===== config.mk =====
export PLATFORM = sky130hd
export DESIGN_NAME = alu_result_stage
export DESIGN_NICKNAME = d
export VERILOG_FILES = /design/src/rtl/mini_cpu_pkg.sv /design/src/rtl/result_fifo.sv /design/src/rtl/alu_result_stage.sv
export SDC_FILE = /design/constraint.sdc
export NUM_CORES = 1
export LEC_CHECK = 0
export ABC_AREA = 1
export CORE_MARGIN = 2
export CORE_UTILIZATION = 50
export DETAILED_ROUTE_END_ITERATION = 10
export GPL_ROUTABILITY_DRIVEN = 0
export GPL_TIMING_DRIVEN = 0
export PLACE_DENSITY = 0.78
export SLEW_MARGIN = 40
export SYNTH_ARGS = -nofsm -noshare
export SYNTH_HDL_FRONTEND = slang
export SYNTH_HIERARCHICAL = 1
export SYNTH_SLANG_ARGS = --single-unit

===== constraint.sdc =====
create_clock -name clock -period 13.8 [get_ports clock]
set_clock_uncertainty 0.2 [all_clocks]
set_input_delay 1.38 -clock clock [delete_from_list [all_inputs] [get_ports clock]]
set_output_delay 1.38 -clock clock [all_outputs]
set_load 0.02 [all_outputs]

===== src/rtl/mini_cpu_pkg.sv =====
// Shared CPU definitions: ALU opcodes, datapath widths and the result-stage entry layout.
package mini_cpu_pkg;

  localparam int DATA_W = 32;
  localparam int REG_W  = 4;
  localparam int OP_W   = 5;

  localparam logic [OP_W-1:0] OP_AND = 5'b00000;
  localparam logic [OP_W-1:0] OP_OR  = 5'b00001;
  localparam logic [OP_W-1:0] OP_XOR = 5'b00010;
  localparam logic [OP_W-1:0] OP_ADD = 5'b00011;
  localparam logic [OP_W-1:0] OP_SUB = 5'b00100;
  localparam logic [OP_W-1:0] OP_SHL = 5'b00101;
  localparam logic [OP_W-1:0] OP_SHR = 5'b00110;
  localparam logic [OP_W-1:0] OP_SRA = 5'b00111;
  localparam logic [OP_W-1:0] OP_ROL = 5'b01000;
  localparam logic [OP_W-1:0] OP_ROR = 5'b01001;
  localparam logic [OP_W-1:0] OP_NEG = 5'b01010;
  localparam logic [OP_W-1:0] OP_NOT = 5'b01011;
  localparam logic [OP_W-1:0] OP_MUL = 5'b01111;
  localparam logic [OP_W-1:0] OP_DIV = 5'b10000;

  typedef struct packed {
    logic [OP_W-1:0]   op;
    logic [DATA_W-1:0] zhigh;
    logic [DATA_W-1:0] zlow;
    logic [REG_W-1:0]  dest;
  } entry_t;

  function automatic logic is_muldiv(input logic [OP_W-1:0] op);
    return (op == OP_MUL) || (op == OP_DIV);
  endfunction

endpackage


===== src/rtl/result_fifo.sv =====
// Generic DEPTH-entry FIFO with registered head (no fall-through) and synchronous active-low reset.
module result_fifo #(
  parameter int DEPTH = 2,
  parameter int W     = 8
) (
  input  logic         clk,
  input  logic         rst_n,
  input  logic         push,
  input  logic         pop,
  input  logic [W-1:0] wdata,
  output logic [W-1:0] rdata,
  output logic         full,
  output logic         empty
);

  localparam int AW = $clog2(DEPTH);
  localparam int CW = AW + 1;

  logic [W-1:0]  mem_q [DEPTH];
  logic [AW-1:0] wptr_q, wptr_d, rptr_q, rptr_d;
  logic [CW-1:0] count_q, count_d;
  logic          do_push, do_pop;

  assign full    = (count_q == CW'(DEPTH));
  assign empty   = (count_q == '0);
  assign do_push = push && !full;
  assign do_pop  = pop && !empty;
  assign rdata   = mem_q[rptr_q];

  always_comb begin
    wptr_d  = do_push ? wptr_q + AW'(1) : wptr_q;
    rptr_d  = do_pop  ? rptr_q + AW'(1) : rptr_q;
    count_d = count_q;
    case ({do_push, do_pop})
      2'b10:   count_d = count_q + CW'(1);
      2'b01:   count_d = count_q - CW'(1);
      default: count_d = count_q;
    endcase
  end

  always_ff @(posedge clk) begin
    if (!rst_n) begin
      wptr_q  <= '0;
      rptr_q  <= '0;
      count_q <= '0;
    end else begin
      wptr_q  <= wptr_d;
      rptr_q  <= rptr_d;
      count_q <= count_d;
    end
  end

  // Storage carries no reset; pointers alone define validity.
  always_ff @(posedge clk) begin
    if (rst_n && do_push) mem_q[wptr_q] <= wdata;
  end

endmodule


===== src/rtl/alu_result_stage.sv =====
// ALU result buffer: retires mul/div into HI/LO internally, hands other results to writeback in order.
// Optional condition flags (flag_z/flag_n) are built when CC_FLAGS_EN is defined.
module alu_result_stage
  import mini_cpu_pkg::*;
#(
  parameter int DEPTH = 2
) (
`ifdef CC_FLAGS_EN
  output logic              flag_z,
  output logic              flag_n,
`endif
  input  logic              clock,
  input  logic              clear,
  input  logic              in_valid,
  output logic              in_ready,
  input  logic [OP_W-1:0]   op,
  input  logic [DATA_W-1:0] Zlow_in,
  input  logic [DATA_W-1:0] Zhigh_in,
  input  logic [REG_W-1:0]  dest,
  output logic              out_valid,
  input  logic              out_ready,
  output logic [DATA_W-1:0] wb_data,
  output logic [REG_W-1:0]  wb_dest,
  output logic [DATA_W-1:0] HI,
  output logic [DATA_W-1:0] LO
);

  entry_t            push_entry, head;
  logic              fifo_full, fifo_empty;
  logic              push, pop, head_muldiv, wb_fire;
  logic              rdy_q;
  logic [DATA_W-1:0] hi_q, hi_d, lo_q, lo_d;

  assign push_entry = '{op: op, zhigh: Zhigh_in, zlow: Zlow_in, dest: dest};

  // rdy_q keeps in_ready low through reset and for the edge that leaves it.
  assign in_ready = rdy_q && !fifo_full;
  assign push     = in_valid && in_ready;

  result_fifo #(
    .DEPTH (DEPTH),
    .W     ($bits(entry_t))
  ) u_fifo (
    .clk   (clock),
    .rst_n (clear),
    .push  (push),
    .pop   (pop),
    .wdata (push_entry),
    .rdata (head),
    .full  (fifo_full),
    .empty (fifo_empty)
  );

  always_comb begin
    head_muldiv = !fifo_empty && is_muldiv(head.op);
    out_valid   = !fifo_empty && !is_muldiv(head.op);
    wb_data     = out_valid ? head.zlow : '0;
    wb_dest     = out_valid ? head.dest : '0;
    wb_fire     = out_valid && out_ready;
    pop         = head_muldiv || wb_fire;
    hi_d        = head_muldiv ? head.zhigh : hi_q;
    lo_d        = head_muldiv ? head.zlow  : lo_q;
  end

  always_ff @(posedge clock) begin
    if (!clear) begin
      rdy_q <= 1'b0;
      hi_q  <= '0;
      lo_q  <= '0;
    end else begin
      rdy_q <= 1'b1;
      hi_q  <= hi_d;
      lo_q  <= lo_d;
    end
  end

  assign HI = hi_q;
  assign LO = lo_q;

`ifdef CC_FLAGS_EN
  logic flag_z_q, flag_n_q;

  always_ff @(posedge clock) begin
    if (!clear) begin
      flag_z_q <= 1'b0;
      flag_n_q <= 1'b0;
    end else if (wb_fire) begin
      flag_z_q <= (wb_data == '0);
      flag_n_q <= wb_data[DATA_W-1];
    end
  end

  assign flag_z = flag_z_q;
  assign flag_n = flag_n_q;
`endif

endmodule

==> flow_metrics.tcl, run 1 <==
set metrics [dict create \
    status "complete, no violations" \
    final_cell_area_um2 11900 \
    cts_resized 0 \
    antenna_found_initial 0 \
    drtIter0Drc 233 \
    synth_edf_count 146 \
    yosysWarnings 6 \
    final_cells 1206 \
    critPathLaunchType "flip-flop" \
    switching_share_pct 22.7 \
    drc 0 \
    cp.arrival_ps 3140 \
    power_uw 1470 \
    p_int_uw 1140 \
    area_growth_pct 33.1 \
    io_buffers 178 \
    leakagePower_uw 0.00469 \
    grt_max_degree 19 \
    ys_types 26 \
    fin_setup_tns_ps 0 \
    relSlewSlack_pct 57.0 \
    clock_power_share_pct 39.3 \
    synth.avg_cell_area_um2 12.0 \
    syn_inst 746 \
    worstSetupPathType "flip-flop to primary output" \
    irDropWorstVdd_mv 0.112 \
    insertedDiodeCount 0 \
    placed_area_um2 11200 \
    dp_slack_ps 9470 \
    overflow 0 \
    die_w_um 138 \
    power_switching_uw 333 \
    grt_pass1_vias 5844 \
    cts_setup_buffers 0 \
    final_common_cell "clkdlybuf4s50_1" \
    initial_core_util_pct 51.5 \
    cts_num_sinks 216 \
    core_area_um2 17400 \
    rsz0062_at_grt "no" \
    dr_wl_met2_um 9970 \
    highest_layer "met4" \
    wirelength_um 19400 \
    synthArstFlopShare_pct 0 \
    synth_area_um2 8970 \
    grtUsageTotal_pct 20.2 \
    layout_common_cells "clkdlybuf4s50_1 (178), edfxtp_1 (146), nor2_1 (112), inv_1 (79), nand2_1 (74)" \
    dp_cells 1166 \
    wl_met1_um 7960 \
    num_io_pins 179 \
    worst_slew_pin_slew_ps 644 \
    fp-row-count 48 \
    synth.net_count 824 \
    worstSetupEndpointType "primary output" \
    routedWlPerCell_um 16.1 \
    pwr_density_cell_nw_per_um2 123 \
    fin_crit_sh_pct 34.2 \
    seqPwrFrac_pct 48.5 \
    dp_hpwl_um 14000 \
    cap_violations 0 \
    drt_pass1_iterations 4 \
    drive_gt1_share_pct 17.0 \
    pwr-share-comb_pct 12.2 \
    synth_ff_type "edfxtp_1" \
    yosys_register_bits 216 \
    crit_required_ps 12220 \
    fmax_mhz 212 \
    clock_latency_ps 490 \
    wl_met3_um 934 \
    clk_pin_slew_ps 60 \
    postCtsHoldBufs 0 \
    period_minus_slack_ps 4720 \
    nNetsFinal 1043 \
    hp-class "flip-flop to flip-flop" \
    finalHoldViolations 0 \
    dieArea_um2 19000 \
    setup_violations 0 \
    cts_made_buffers 22 \
    chipHeight_um 138 \
    vias 5982 \
    synth-seq-area-share_pct 64.5 \
    ant_nets 0 \
    vias_per_cell 4.96 \
    setup_ws_ps 9080 \
    grt_first_pass_wirelength_um 29400 \
    cts.path.max_buffers 3 \
    drv_slew 0 \
    critical_path.max_fanout 10 \
    tritoncts "done" \
    h-tree-depth 1 \
    root_buffer "clkbuf_16" \
]
-- critical path, stage by stage (launching register included) --
cell,delay (ps)
dfxtp_1,320
buf_6,180
buf_6,210
mux2_4,320
nand2_1,70
nor2_1,40
nand2_1,90
nand3_2,310
buf_2,330
nor2_1,130
clkdlybuf4s50_1,620
-- area by class of cell --
| class | count | area (um^2) |
|---|---|---|
| fillers | 1308 | 5470 |
| plain buffers | 46 | 354 |
| multi-input cells | 403 | 2540 |
| clock buffers | 35 | 661 |
| repair buffers | 195 | 1970 |
| well taps | 225 | 282 |
| inverters | 81 | 304 |
| flip-flops and latches | 216 | 5790 |
| clock inverters | 5 | 50.0 |
-- per-layer routing --
metal	track usage, %	vias up
met5	0	-
met1	24.6	2840
met4	6.18	0
li1	-	2954
met3	3.55	38
met2	36.7	150
-- cell families after synthesis --
family | after synthesis | synth area share (%)
adders and majority gates | 1 | 0.139
and+or+nand+nor | 260 | 12.1
buffers and inverters | 127 | 7.33
muxes | 73 | 12.1
AOI/OAI and AO/OA | 69 | 3.89
DFF | 216 | 64.5
-- cells in the mapped netlist (2+ instances only) --
cell | count | area (um^2)
edfxtp_1 | 146 | 4380
o21ai_0 | 2 | 10.0
buf_2 | 15 | 75.1
nand3_1 | 67 | 335
mux2_4 | 70 | 1050
inv_2 | 2 | 7.51
clkbuf_1 | 2 | 7.51
nor2_1 | 113 | 424
nand2_1 | 74 | 278
buf_1 | 7 | 26.3
mux2_2 | 3 | 33.8
a21oi_1 | 65 | 325
buf_6 | 20 | 225
inv_1 | 79 | 297
dfxtp_1 | 70 | 1400
-- flip-flops by register name (all words and copies together) (netlist names), named ones only --
| name | cells |
|---|---|
| u_fifo/count_q | 2 |
| rdy_q | 1 |
| LO | 32 |
| u_fifo/mem_q | 146 |
| HI | 32 |
| u_fifo/wptr_q | 1 |
| u_fifo/rptr_q | 1 |
-- power groups by stage --
stage / clock (uW) / combinational [uW] / sequential [uW]
after global routing: 610 / 194 / 713
after detailed placement: 0 / 180 / 726
final: 576 / 180 / 712
after floorplan: 0 / 94.6 / 731
after global placement: 0 / 172 / 728
after CTS: 587 / 181 / 712
-- metrics by stage --
step / hold slack, ps / utilization, %
6_report: 280 / 68.6
5_1_grt: 292 / 68.6
4_1_cts: 282 / 68.6
3_5_place_dp: 270 / 64.5
3_3_place_gp: 258 / 63.4
2_1_floorplan: 252 / -
-- final timing paths --
kind / from / to / slack, ps / cells past startpoint
max reg2reg: u_fifo/count_q[0] / u_fifo/mem_q[1][54] / 10810 / 10
min reg2reg: HI[14] / HI[14] / 280 / 2
min: HI[14] / HI[14] / 280 / 2
max: flip-flop / wb_data[11] / 9080 / 10
(Power assumes the default switching activity.)
==> run 2: changes to the inputs <==
==> constraint.sdc (replaced) <==
create_clock -name clock -period 4.45 [get_ports clock]
set_clock_uncertainty 0.2 [all_clocks]
set_input_delay 0.445 -clock clock [delete_from_list [all_inputs] [get_ports clock]]
set_output_delay 0.445 -clock clock [all_outputs]
set_load 0.02 [all_outputs]
==> flow_metrics.tcl, run 2 (synthesis gave the netlist of run 1 again) <==
set metrics [dict create \
    setup_violations 0 \
    fin_setup_tns_ps 0 \
    hold_depth 2 \
    irDropWorstVdd_mv 0.345 \
    cp.arrival_ps 3240 \
    h-tree-depth 1 \
    grtUsageTotal_pct 20.5 \
    finalHoldViolations 0 \
    final_common_cell "clkdlybuf4s50_1" \
    largest-register "u_fifo/mem_q" \
    drt_pass1_iterations 5 \
    io_buffers 178 \
    wirelength_um 19700 \
    cts.path.max_buffers 3 \
    dieArea_um2 19000 \
    grt_max_degree 20 \
    period_minus_slack_ps 3890 \
    root_buffer "clkbuf_16" \
    cts_made_buffers 23 \
    clock_latency_ps 500 \
    layout_common_cells "clkdlybuf4s50_1 (178), edfxtp_1 (146), nor2_1 (112), inv_1 (79), nand2_1 (74)" \
    insertedDiodeCount 0 \
    multi_input_area_um2 2550 \
    worstSetupEndpointType "primary output" \
    chipHeight_um 138 \
    clock_power_share_pct 39.1 \
    postCtsHoldBufs 0 \
    drv_slew 0 \
    worstSetupPathType "flip-flop to primary output" \
    pwr-share-comb_pct 12.3 \
    num_io_pins 179 \
    cap_violations 0 \
    drc 0 \
    ant_nets 0 \
    drive_gt1_share_pct 16.8 \
    leakagePower_uw 0.00466 \
    holdWs_ps 281 \
    seqPwrFrac_pct 48.6 \
    cts_num_sinks 216 \
    fin_crit_sh_pct 87.3 \
    crit_required_ps 3810 \
    cts_setup_buffers 0 \
    largest_register_ffs 146 \
    rsz0062_at_grt "no" \
    core_area_um2 17400 \
    overflow 0 \
    setup_ws_ps 563 \
    cts_resized 0 \
    dp_slack_ps 1040 \
    vias_per_cell 5.00 \
    hp-class "flip-flop to flip-flop" \
    switching_share_pct 23.4 \
    power_switching_uw 1070 \
    fmax_mhz 257 \
    grt_pass1_vias 5829 \
    area_growth_pct 32.9 \
    fill_cells 1280 \
    routedWlPerCell_um 16.4 \
    critical_path.max_fanout 10 \
    register_area_um2 5790 \
    drtIter0Drc 386 \
    dp_hpwl_um 13700 \
    pwr_density_cell_nw_per_um2 381 \
    vias 6008 \
    antenna_found_initial 0 \
    fp-row-count 48 \
    final_core_util_pct 68.5 \
    nNetsFinal 1039 \
    worst_slew_pin_slew_ps 651 \
    p_int_uw 3480 \
    grt_first_pass_wirelength_um 29900 \
    ff2ff_path_depth 10 \
    tritoncts "done" \
    clk_pin_slew_ps 60 \
    initial_core_util_pct 51.5 \
    die_w_um 138 \
    critPathLaunchType "flip-flop" \
    relSlewSlack_pct 56.6 \
    status "complete, no violations" \
]
-- run 2: area by class of cell --
type / count / share of cell area (%)
buffer: 46 / 2.97
clock inverter: 12 / 0.703
clock buffer: 29 / 5.18
sequential: 216 / 48.5
inverter: 81 / 2.55
multi-input combinational: 403 / 21.4
tap: 225 / 2.36
timing repair buffer: 190 / 16.3
-- run 2: metal layers --
metal,up-vias,global-route usage [%],share of wire (%)
met5,-,0,0
met4,0,7.60,3.0
met3,41,3.55,6.6
met2,221,34.5,49
met1,2806,26.6,42
li1,2940,-,-
-- run 2: metrics by stage --
| step | cell area, um^2 | std cells | power [uW] |
|---|---|---|---|
| global route | 11900 | 1202 | 4710 |
| detailed placement | 11200 | 1161 | 2810 |
| CTS | 11900 | 1202 | 4590 |
| floorplan | 8980 | 746 | 2560 |
| finish | 11900 | 1202 | 4550 |
| global placement | 11000 | 1149 | 2790 |
-- run 2: worst paths after layout --
path                     startpoint  slack (ps)             endpoint
hold / removal               HI[11]         280               HI[11]
hold reg to reg              HI[11]         280               HI[11]
setup reg to reg  u_fifo/count_q[0]        1430  u_fifo/mem_q[1][49]
setup / recovery          flip-flop         560          wb_data[15]
-- run 2: critical path: stages, from the launching register on --
cell	delay, ps
dfxtp_1	320
buf_6	190
buf_6	200
mux2_4	320
nand2_1	60
inv_1	40
nand2_1	120
nand3_2	370
buf_2	350
nor2_1	130
clkdlybuf4s50_1	630
-- run 2: power by group through the flow --
stage	clock network [uW]	logic, uW	registers, uW
final	1780	558	2210
after global routing	1890	602	2210
after CTS	1820	560	2210
after detailed placement	0	557	2250
after global placement	0	535	2250
after floorplan	0	294	2260
